[config.mk]
export PLATFORM = sky130hd
export DESIGN_NAME = butterfly_inv
export DESIGN_NICKNAME = d
export VERILOG_FILES = /design/src/rtl/fft_pkg.sv /design/src/rtl/bfly_pipe_reg.sv /design/src/rtl/butterfly_inv.sv
export SDC_FILE = /design/constraint.sdc
export NUM_CORES = 1
export LEC_CHECK = 0
export CORE_ASPECT_RATIO = 0.5
export CORE_MARGIN = 5
export CORE_UTILIZATION = 35
export DETAILED_ROUTE_END_ITERATION = 7
export SLEW_MARGIN = 40
export SYNTH_ARGS = -nofsm -noshare
export SYNTH_HDL_FRONTEND = slang
export SYNTH_SLANG_ARGS = --single-unit
[constraint.sdc]
create_clock -name clk -period 3.5 [get_ports clk]
set_input_delay 0.7 -clock clk [delete_from_list [all_inputs] [get_ports clk]]
set_output_delay 0.7 -clock clk [all_outputs]
set_load 0.05 [all_outputs]
[src/rtl/fft_pkg.sv]
// Shared FFT/IFFT definitions.
//   WIDTH     : default signed sample width of complex ports
//   sample_t  : one signed real or imaginary sample
//   cplx_t    : packed complex sample {re, im}
//   sat_half  : (v + rnd) >>> 1, clamped to a signed w-bit range
//   sat_half_ovf : flags whether sat_half clamped its result
// The helpers work on 32-bit signed carriers so that stages with any sample
// width up to 29 bits can share them; callers truncate the result to w bits.
package fft_pkg;

    localparam int unsigned WIDTH = 16;

    typedef logic signed [WIDTH-1:0] sample_t;

    typedef struct packed {
        sample_t re;
        sample_t im;
    } cplx_t;

    // Halve with optional round-half-up, then clamp to [-2**(w-1), 2**(w-1)-1].
    function automatic logic signed [31:0] sat_half(
        input logic signed [31:0] v,
        input logic               rnd,
        input int unsigned        w
    );
        logic signed [31:0] r;
        logic signed [31:0] hi;
        logic signed [31:0] lo;
        r  = (v + $signed({31'b0, rnd})) >>> 1;
        hi = (32'sd1 <<< (w - 1)) - 32'sd1;
        lo = -hi - 32'sd1;
        if (r > hi) begin
            return hi;
        end else if (r < lo) begin
            return lo;
        end
        return r;
    endfunction

    function automatic logic sat_half_ovf(
        input logic signed [31:0] v,
        input logic               rnd,
        input int unsigned        w
    );
        logic signed [31:0] r;
        logic signed [31:0] hi;
        logic signed [31:0] lo;
        r  = (v + $signed({31'b0, rnd})) >>> 1;
        hi = (32'sd1 <<< (w - 1)) - 32'sd1;
        lo = -hi - 32'sd1;
        return (r > hi) || (r < lo);
    endfunction

endpackage

[src/rtl/bfly_pipe_reg.sv]
// Generic valid/ready register slice (one pipeline stage).
//   clk, rst_n          : clock, asynchronous active-low reset
//   in_valid/in_ready   : upstream handshake; in_ready is combinational
//                         from out_ready so a full slice still streams
//   in_data [DW-1:0]    : payload captured on an upstream transfer
//   out_valid/out_ready : downstream handshake
//   out_data [DW-1:0]   : registered payload, held while stalled
module bfly_pipe_reg #(
    parameter int unsigned DW = 8
) (
    input  logic          clk,
    input  logic          rst_n,
    input  logic          in_valid,
    output logic          in_ready,
    input  logic [DW-1:0] in_data,
    output logic          out_valid,
    input  logic          out_ready,
    output logic [DW-1:0] out_data
);
    import fft_pkg::*;

    logic          valid_q;
    logic          valid_d;
    logic [DW-1:0] data_q;
    logic [DW-1:0] data_d;
    logic          load;

    always_comb begin
        // The slice may load whenever it is empty or its content leaves now.
        load    = !valid_q || out_ready;
        valid_d = valid_q;
        data_d  = data_q;
        if (load) begin
            valid_d = in_valid;
            if (in_valid) begin
                data_d = in_data;
            end
        end
    end

    always_ff @(posedge clk or negedge rst_n) begin
        if (!rst_n) begin
            valid_q <= 1'b0;
            data_q  <= '0;
        end else begin
            valid_q <= valid_d;
            data_q  <= data_d;
        end
    end

    assign in_ready  = load;
    assign out_valid = valid_q;
    assign out_data  = data_q;

endmodule

[src/rtl/butterfly_inv.sv]
// Streaming radix-2 inverse butterfly: recovers x1 = (sum - diff) / 2 and
// x2 = (sum + diff) / 2 from a forward butterfly pair.
//   clk, rst_n                 : clock, asynchronous active-low reset
//   in_valid/in_ready/in_last  : input handshake and end-of-frame marker
//   sum_re/im, diff_re/im      : signed WIDTH-bit complex inputs
//   out_valid/out_ready        : output handshake
//   out_last                   : in_last delayed with its pair
//   x1_re/im, x2_re/im         : recovered signed WIDTH-bit samples
//   out_idx                    : index of the presented pair within its frame
//   sat_flag                   : sticky, set when any output was clamped
// Stage 1 forms a = sum - diff and b = sum + diff in WIDTH+2 bits; stage 2
// halves (floor or round-half-up per ROUND) and saturates to WIDTH bits.
module butterfly_inv #(
    parameter int unsigned WIDTH = 16,
    parameter int unsigned ROUND = 0,
    parameter int unsigned IDX_W = 4
) (
    input  logic             clk,
    input  logic             rst_n,
    input  logic             in_valid,
    output logic             in_ready,
    input  logic             in_last,
    input  logic [WIDTH-1:0] sum_re,
    input  logic [WIDTH-1:0] sum_im,
    input  logic [WIDTH-1:0] diff_re,
    input  logic [WIDTH-1:0] diff_im,
    output logic             out_valid,
    input  logic             out_ready,
    output logic             out_last,
    output logic [WIDTH-1:0] x1_re,
    output logic [WIDTH-1:0] x1_im,
    output logic [WIDTH-1:0] x2_re,
    output logic [WIDTH-1:0] x2_im,
    output logic [IDX_W-1:0] out_idx,
    output logic             sat_flag
);
    import fft_pkg::*;

    localparam int unsigned EW   = WIDTH + 2;
    localparam int unsigned S1_W = 1 + 4 * EW;
    localparam int unsigned S2_W = 1 + 4 * WIDTH;
    localparam logic        RND  = (ROUND != 0);

    // Stage 1 datapath
    logic signed [EW-1:0] sum_re_x;
    logic signed [EW-1:0] sum_im_x;
    logic signed [EW-1:0] diff_re_x;
    logic signed [EW-1:0] diff_im_x;
    logic signed [EW-1:0] a_re;
    logic signed [EW-1:0] a_im;
    logic signed [EW-1:0] b_re;
    logic signed [EW-1:0] b_im;
    logic [S1_W-1:0]      s1_in;
    logic [S1_W-1:0]      s1_out;
    logic                 s1_valid;
    logic                 s2_ready;

    // Stage 2 datapath
    logic                 s1_last;
    logic signed [EW-1:0] a_re_q;
    logic signed [EW-1:0] a_im_q;
    logic signed [EW-1:0] b_re_q;
    logic signed [EW-1:0] b_im_q;
    logic [WIDTH-1:0]     x1_re_s;
    logic [WIDTH-1:0]     x1_im_s;
    logic [WIDTH-1:0]     x2_re_s;
    logic [WIDTH-1:0]     x2_im_s;
    logic                 sat_any;
    logic [S2_W-1:0]      s2_in;
    logic [S2_W-1:0]      s2_out;

    // Control state
    logic                 sat_flag_q;
    logic                 sat_flag_d;
    logic [IDX_W-1:0]     idx_q;
    logic [IDX_W-1:0]     idx_d;
    logic                 out_hs;

    always_comb begin
        sum_re_x  = {{2{sum_re[WIDTH-1]}}, sum_re};
        sum_im_x  = {{2{sum_im[WIDTH-1]}}, sum_im};
        diff_re_x = {{2{diff_re[WIDTH-1]}}, diff_re};
        diff_im_x = {{2{diff_im[WIDTH-1]}}, diff_im};
        a_re      = sum_re_x - diff_re_x;
        a_im      = sum_im_x - diff_im_x;
        b_re      = sum_re_x + diff_re_x;
        b_im      = sum_im_x + diff_im_x;
        s1_in     = {in_last, a_re, a_im, b_re, b_im};
    end

    bfly_pipe_reg #(
        .DW(S1_W)
    ) u_s1 (
        .clk      (clk),
        .rst_n    (rst_n),
        .in_valid (in_valid),
        .in_ready (in_ready),
        .in_data  (s1_in),
        .out_valid(s1_valid),
        .out_ready(s2_ready),
        .out_data (s1_out)
    );

    always_comb begin
        s1_last = s1_out[S1_W-1];
        a_re_q  = $signed(s1_out[4*EW-1 -: EW]);
        a_im_q  = $signed(s1_out[3*EW-1 -: EW]);
        b_re_q  = $signed(s1_out[2*EW-1 -: EW]);
        b_im_q  = $signed(s1_out[EW-1:0]);

        x1_re_s = WIDTH'(sat_half(32'(a_re_q), RND, WIDTH));
        x1_im_s = WIDTH'(sat_half(32'(a_im_q), RND, WIDTH));
        x2_re_s = WIDTH'(sat_half(32'(b_re_q), RND, WIDTH));
        x2_im_s = WIDTH'(sat_half(32'(b_im_q), RND, WIDTH));

        sat_any = sat_half_ovf(32'(a_re_q), RND, WIDTH)
                | sat_half_ovf(32'(a_im_q), RND, WIDTH)
                | sat_half_ovf(32'(b_re_q), RND, WIDTH)
                | sat_half_ovf(32'(b_im_q), RND, WIDTH);

        s2_in = {s1_last, x1_re_s, x1_im_s, x2_re_s, x2_im_s};
    end

    bfly_pipe_reg #(
        .DW(S2_W)
    ) u_s2 (
        .clk      (clk),
        .rst_n    (rst_n),
        .in_valid (s1_valid),
        .in_ready (s2_ready),
        .in_data  (s2_in),
        .out_valid(out_valid),
        .out_ready(out_ready),
        .out_data (s2_out)
    );

    assign out_last = s2_out[S2_W-1];
    assign x1_re    = s2_out[4*WIDTH-1 -: WIDTH];
    assign x1_im    = s2_out[3*WIDTH-1 -: WIDTH];
    assign x2_re    = s2_out[2*WIDTH-1 -: WIDTH];
    assign x2_im    = s2_out[WIDTH-1:0];

    always_comb begin
        out_hs = out_valid && out_ready;
        // Only a real pair moving into S2 can raise the flag.
        sat_flag_d = sat_flag_q | (s2_ready & s1_valid & sat_any);
        idx_d      = idx_q;
        // idx_q always names the pair currently held in S2; it advances when
        // that pair leaves and restarts at a frame end or on wrap.
        if (out_hs) begin
            if (out_last || (idx_q == '1)) begin
                idx_d = '0;
            end else begin
                idx_d = idx_q + IDX_W'(1);
            end
        end
    end

    always_ff @(posedge clk or negedge rst_n) begin
        if (!rst_n) begin
            sat_flag_q <= 1'b0;
            idx_q      <= '0;
        end else begin
            sat_flag_q <= sat_flag_d;
            idx_q      <= idx_d;
        end
    end

    assign sat_flag = sat_flag_q;
    assign out_idx  = idx_q;

endmodule

==> run_results.csv <==
group,metric,value,unit
outcome,outcome,"finished, final reports clean",
cts,postCtsSetupRepairBufs,0,
critical_path,critPathCapture,"u_s1.out_data[15]",
critical_path,crit_arrival,3.47,ns
cts,clock_latency,0.42,ns
sta,period_needed,3.19,ns
cts,ctsLongestPathBuffers,2,
synth,synth_ff_type,"dfrtp_1",
global_route,grt_overflow_total,0,
global_route,use_met3,3.36,%
synth,synth.cell_area,0.00805,sq mm
sta,grt_setup_unrepaired,"false",
cts,cts_tree,"done",
place,place.gp.congestion,0.828,
sta,whs,0.136,ns
cts,cts_resized,0,
cts,cts_sinks,137,
floorplanning,rows,39,
global_route,grt_pass1_vias,6339,
global_route,gr-usage-all-layers,15.5,%
critical_path,worstSetupStartpointType,"primary input",
critical_path,slowest_stage,"clkdlybuf4s50_1",
global_route,top_usage_layer,"met2",
sta,fmax,314,MHz
global_route,grt_max_degree,99,
route,drc,0,
floorplanning,start_util,35.4,%
cts,clk_pin_slew,0.06,ns
synth,yosysUniqueCellTypes,62,
floorplanning,pin_count,141,
final_layout,final_util,45.9,%
synth,ys_seq_area_share,42.6,%
place,dpl-instance-area,0.00983,sq mm
final_layout,multi_input_area,0.00422,sq mm
floorplanning,die_x,224,um
hold_path,hold_class,"in2async",
pwr,p_leak,4.62,nW
critical_path,startpoint,"sum_im[1]",
route,via_count,6354,
synth,avgSynthCellArea,9.71,sq um
synth,synth_nets,963,
critical_path,cp_data_required_time,3.79,ns
synth,synthCells,829,
floorplanning,dieArea,0.0263,sq mm
cts,cts_hold_buf,0,
global_route,antenna_found_initial,0,
place,dp_hpwl,15000,um
cts,clockRootBuffer,"clkbuf_16",
floorplanning,die_y,117,um
sta,worstMarginPinSlew,0.637,ns
route,drt_first_iter_violations,262,
pwr,ir_worst_vdd,0.000291,V
route,dr.pass1.iters,5,
final_layout,fin_nets,1098,
synth,async_flop_share,100,%
synth,yosys.area.top_type_share,42.6,%
final_layout,nFillCells,2136,
final_layout,diodes,0,
synth,yosysWarnings,0,
critical_path,cp-end-kind,"register",
place,io_buffers,140,
flow_run,maxCapViolations,0,
sta,fin_crit_sh,91.0,%
sta,setup_viol,0,
critical_path,reg2reg_depth,5,
synth,ys_seq_elements,137,
sta,finalHoldViolations,0,
sta,finalSetupTns,0,ns
route,wirelength,20100,um
final_layout,post-route-cell-area,0.0104,sq mm
critical_path,rrSetupSlack,1.66,ns
sta,slew_headroom,57.4,%
cts,cts_max_level,4,
critical_path,r2r-end,"u_s1.out_data[50]",
critical_path,crit_type,"in2reg",
final_layout,fin_cells,1284,
final_layout,drive_gt1_share,13.1,%
sta,worst_clock_skew,0.00781,ns
critical_path,crit_fanout,4,
route,via_per_inst,4.95,
synth,synthTopCellsByArea,"dfrtp_1, ha_1, mux2_2",
final_layout,seqCellArea,0.00343,sq mm
final_layout,final_common_cell,"clkdlybuf4s50_1",
pwr,power.density,648,mW/mm^2
global_route,met2_usage,26.6,%
route,wl_per_cell,15.7,um
critical_path,cp_cell_sequence,"clkdlybuf4s50_1 > ha_1 > nor4bb_1 > buf_4 > o311ai_1 > a31oi_2 > a211oi_2 > o41ai_1 > or4_1 > o2111ai_1",
cts,cts_buffers,17,
critical_path,rr_startpoint,"u_s2.out_valid",
global_route,met1_usage,20.2,%
floorplanning,core_area,0.0227,sq mm
critical_path,max_stage_delay,0.50,ns
place,dp_cells,1251,
route,ant_nets,0,
global_route,grt_pass1_wl,32700,um
sta,drv_slew,0,
final_layout,final_cell_mix,"clkdlybuf4s50_1, dfrtp_1, nand2_1, mux2_2, o21ai_0",
synth,synth-edff-count,0,
final_layout,syn2layout_area_growth,29.7,%
synth,synth_top_cell_by_area,"dfrtp_1",
==> cells by family after synthesis <==
group	Yosys count	synth area share [%]
xor+xnor	40	4.35
compound gates	194	15.1
simple gates	223	13.1
mux	66	9.22
flops	137	42.6
fa+ha+maj	65	10.5
buf+inv	104	5.11
==> per-stage QoR <==
| stage | setup slack [ns] | total power [mW] |
|---|---|---|
| after floorplan | 0.848 | 4.05 |
| after global placement | -0.0688 | 5.00 |
| after detailed placement | -0.0630 | 5.04 |
| after CTS | 0.352 | 6.85 |
| after global routing | 0.176 | 7.12 |
| final | 0.314 | 6.77 |
==> sequential cells by signal, indices dropped and copies added, names as in the netlist <==
signal	flops
u_s2.out_valid	1
sat_flag	1
u_s1.out_valid	1
u_s1.out_data	65
u_s2.out_data	65
out_idx	4
==> cell type report <==
type | instances | area share [%]
Inverter | 60 | 2.16
Multi-Input combinational cell | 588 | 40.4
Tap cell | 307 | 3.68
Clock buffer | 23 | 4.67
Clock inverter | 9 | 0.863
Timing Repair Buffer | 160 | 15.3
Sequential cell | 137 | 32.8
==> power by group <==
part           total, mW  internal, mW  switching, mW
clock               1.78          1.06          0.725
combinational       2.72          1.04           1.69
sequential          2.26          2.02          0.246
total               6.77          4.11           2.66
==> worst min-delay path by stage <==
stage,from,endpoint,slack (ns),cells after the start
after global routing,rst_n,u_s1.out_data[32],0.13,1
final,rst_n,u_s1.out_data[39],0.14,1
after detailed placement,sat_flag,sat_flag,0.37,0
after floorplan,rst_n,out_idx[0],0.40,0
after global placement,sat_flag,sat_flag,0.36,0
after CTS,rst_n,u_s1.out_data[39],0.35,1
==> Yosys cell counts (6+ instances only) <==
cell and count:
nand2_1 82, o21a_1 6, and2_1 7, inv_1 60
mux2_2 65, or3_1 8, a31oi_1 9, nand3_1 12
dfrtp_1 137, o31ai_1 8, a211oi_1 8, nor2_1 50
clkbuf_1 36, ha_1 61, nor2b_1 7, xor2_1 12
nand2b_1 14, nor3_1 13, nor4_1 9, a21oi_1 48
xnor2_1 28, o21ai_0 65
==> per-layer routing <==
layer  share of wire [%]  routed length, um  vias up
li1                    -                  -     3171
met1                  47               9500     3055
met2                  48               9630      112
met3                 3.9                788       16
met4                 1.1                229        0
met5                   0                  0        -
==> critical path: cells and delay by family <==
family | cells | cell delay [ns]
buf+inv | 2 | 0.67
simple gates | 2 | 0.51
fa+ha+maj | 1 | 0.35
compound gates | 5 | 1.23
Power figures use the tool's default switching activity.
==> RTL edit, RTL diff (config.mk and constraints unchanged) <==
`WIDTH` is set to 16 in 2 places; all go to 20.
--- a/src/rtl/fft_pkg.sv
+++ b/src/rtl/fft_pkg.sv
@@ -8,7 +8,7 @@
 // width up to 29 bits can share them; callers truncate the result to w bits.
 package fft_pkg;
 
-    localparam int unsigned WIDTH = 16;
+    localparam int unsigned WIDTH = 20;
 
     typedef logic signed [WIDTH-1:0] sample_t;
 
--- a/src/rtl/butterfly_inv.sv
+++ b/src/rtl/butterfly_inv.sv
@@ -11,7 +11,7 @@
 // Stage 1 forms a = sum - diff and b = sum + diff in WIDTH+2 bits; stage 2
 // halves (floor or round-half-up per ROUND) and saturates to WIDTH bits.
 module butterfly_inv #(
-    parameter int unsigned WIDTH = 16,
+    parameter int unsigned WIDTH = 20,
     parameter int unsigned ROUND = 0,
     parameter int unsigned IDX_W = 4
 ) (
Ports: changed (8 resized); port bits go from 141 to 173. No check against the original RTL was run, so the function may have changed too.
==> RTL edit against the unedited design <==
Design area increased by 24%. Total power up 21%. Sequential cell count rose by 32. Routed wire length grew 30%. Final cell count rose by 25%. Setup slack improved by 21 ps. Core utilization increased by 0.51 points. Area after synthesis up 24%. Largest cell class unchanged.
==> RTL edit: results (changes against the unedited design) <==
Sw Ratio 40.31% (+1.1 points); largest net degree at the start of global routing 77 (-22%); VDD IR max 0.3006 mV (+3.4%); DR WL/cell 16.29 um (+3.8%); routability congestion estimate 0.9131 (+10%); clock-pin slew on the worst setup and hold paths 60 ps (about the same); Clock Root Buffer clkbuf_16; Avg Inst Size Synth 9.694 sq um (-0.19%); reg2reg end u_s1.out_data[65]; pre-CTS setup slack -105.2 ps (-42.20 ps); syn nets 1,200 (+25%); Resize count post-CTS 0 (unchanged); placed inst area 12,390 sq um (+26%); Slew Limit Fails 0 (unchanged); clock power share 23.1% (-3.2 points); Worst Tran Pin Value 699.3 ps (+62.42 ps); Critical Path Max Stage Delay 500 ps (about the same); Commonest cells post-synth dfrtp_1 (169), nand2_1 (108), o21ai_0 (93), mux2_2 (82), ha_1 (77); Leakage Power 5.781 nW (+25%); initial drt markers 561 (+110%); Global Route Usage Sum 16.28% (+0.76 points); Routed Antenna Nets 0 (unchanged); largest cells by area after synthesis dfrtp_1 (42%), ha_1 (9.6%), mux2_2 (9.2%); Worst Setup SP diff_im[5]; Max FO, Critical Path 7 (+3); status complete, no violations; vias per cell 4.939 (-0.19%); dpl hpwl 20.42 mm (+36%); worst skew pair latency 440 ps (+20 ps); Min Hold Slack 283.9 ps (+147.7 ps); first-pass GRT wire length 42.50 mm (+30%); Final nets 1,382 (+26%); dpl cells 1,579 (+26%); skew final 10.05 ps (+2.238 ps); switching power 3.304 mW (+24%); Seq/Total Area, Yosys 42.19% (-0.39 points); Comb. pwr 3.49 mW (+28%); DR vias 7,957 (+25%); TritonRoute pass-1 iters 5 (unchanged); Port Buffer Count 172 (+23%); layout cells sized above 1 13.91% (+0.81 points); Filler Cells Inserted 2,663 (+25%)
==> RTL edit: cell families (layout without fill, tap and decap cells) <==
kind of cell | after synthesis | after routing | synth area share, %
flip-flops | 169 | 169 | 42.19
AO/OA/AOI/OAI | 256 | 256 | 15.90
AND/OR/NAND/NOR | 255 | 255 | 11.63
adder cells (fa/ha/maj) | 81 | 81 | 10.41
XOR/XNOR | 65 | 65 | 5.680
multiplexers | 84 | 84 | 9.412
buffers and inverters | 124 | 319 | 4.768
==> RTL edit: layout make-up <==
cell class / instances / area [sq um] / area share [%]
Sequential cell: 169 / 4229 / 32.57
Timing Repair Buffer: 215 / 2086 / 16.06
Tap cell: 382 / 478.0 / 3.681
Multi-Input combinational cell: 741 / 5331 / 41.05
Inverter: 72 / 270.3 / 2.081
Clock buffer: 17 / 425.4 / 3.276
Clock inverter: 15 / 166.4 / 1.281
==> RTL edit: worst register-to-register path: stages (launching register included) <==
cell and delay, ps:
dfrtp_1 430, nand3b_1 210, and2_1 520, nand2_1 160
nor4_1 270, a221o_1 210
==> RTL edit: layer usage <==
layer / global-route usage [%] / vias to the layer above / part of all wire [%]
met5: 0 / - / 0
met4: 3.224 / 0 / 1.1
met3: 3.630 / 21 / 2.9
met2: 28.11 / 142 / 49
met1: 21.45 / 3862 / 47
li1: - / 3932 / -
==> RTL edit: how the worst max path moves through the flow <==
stage,endpoint,slack (ps),cells past startpoint
floorplan,u_s1.out_data[43],660,10
global placement,u_s1.out_data[61],-90,11
detailed placement,u_s1.out_data[61],-110,11
CTS,u_s1.out_data[61],350,11
global route,u_s1.out_data[37],90,11
finish,u_s1.out_data[61],340,11
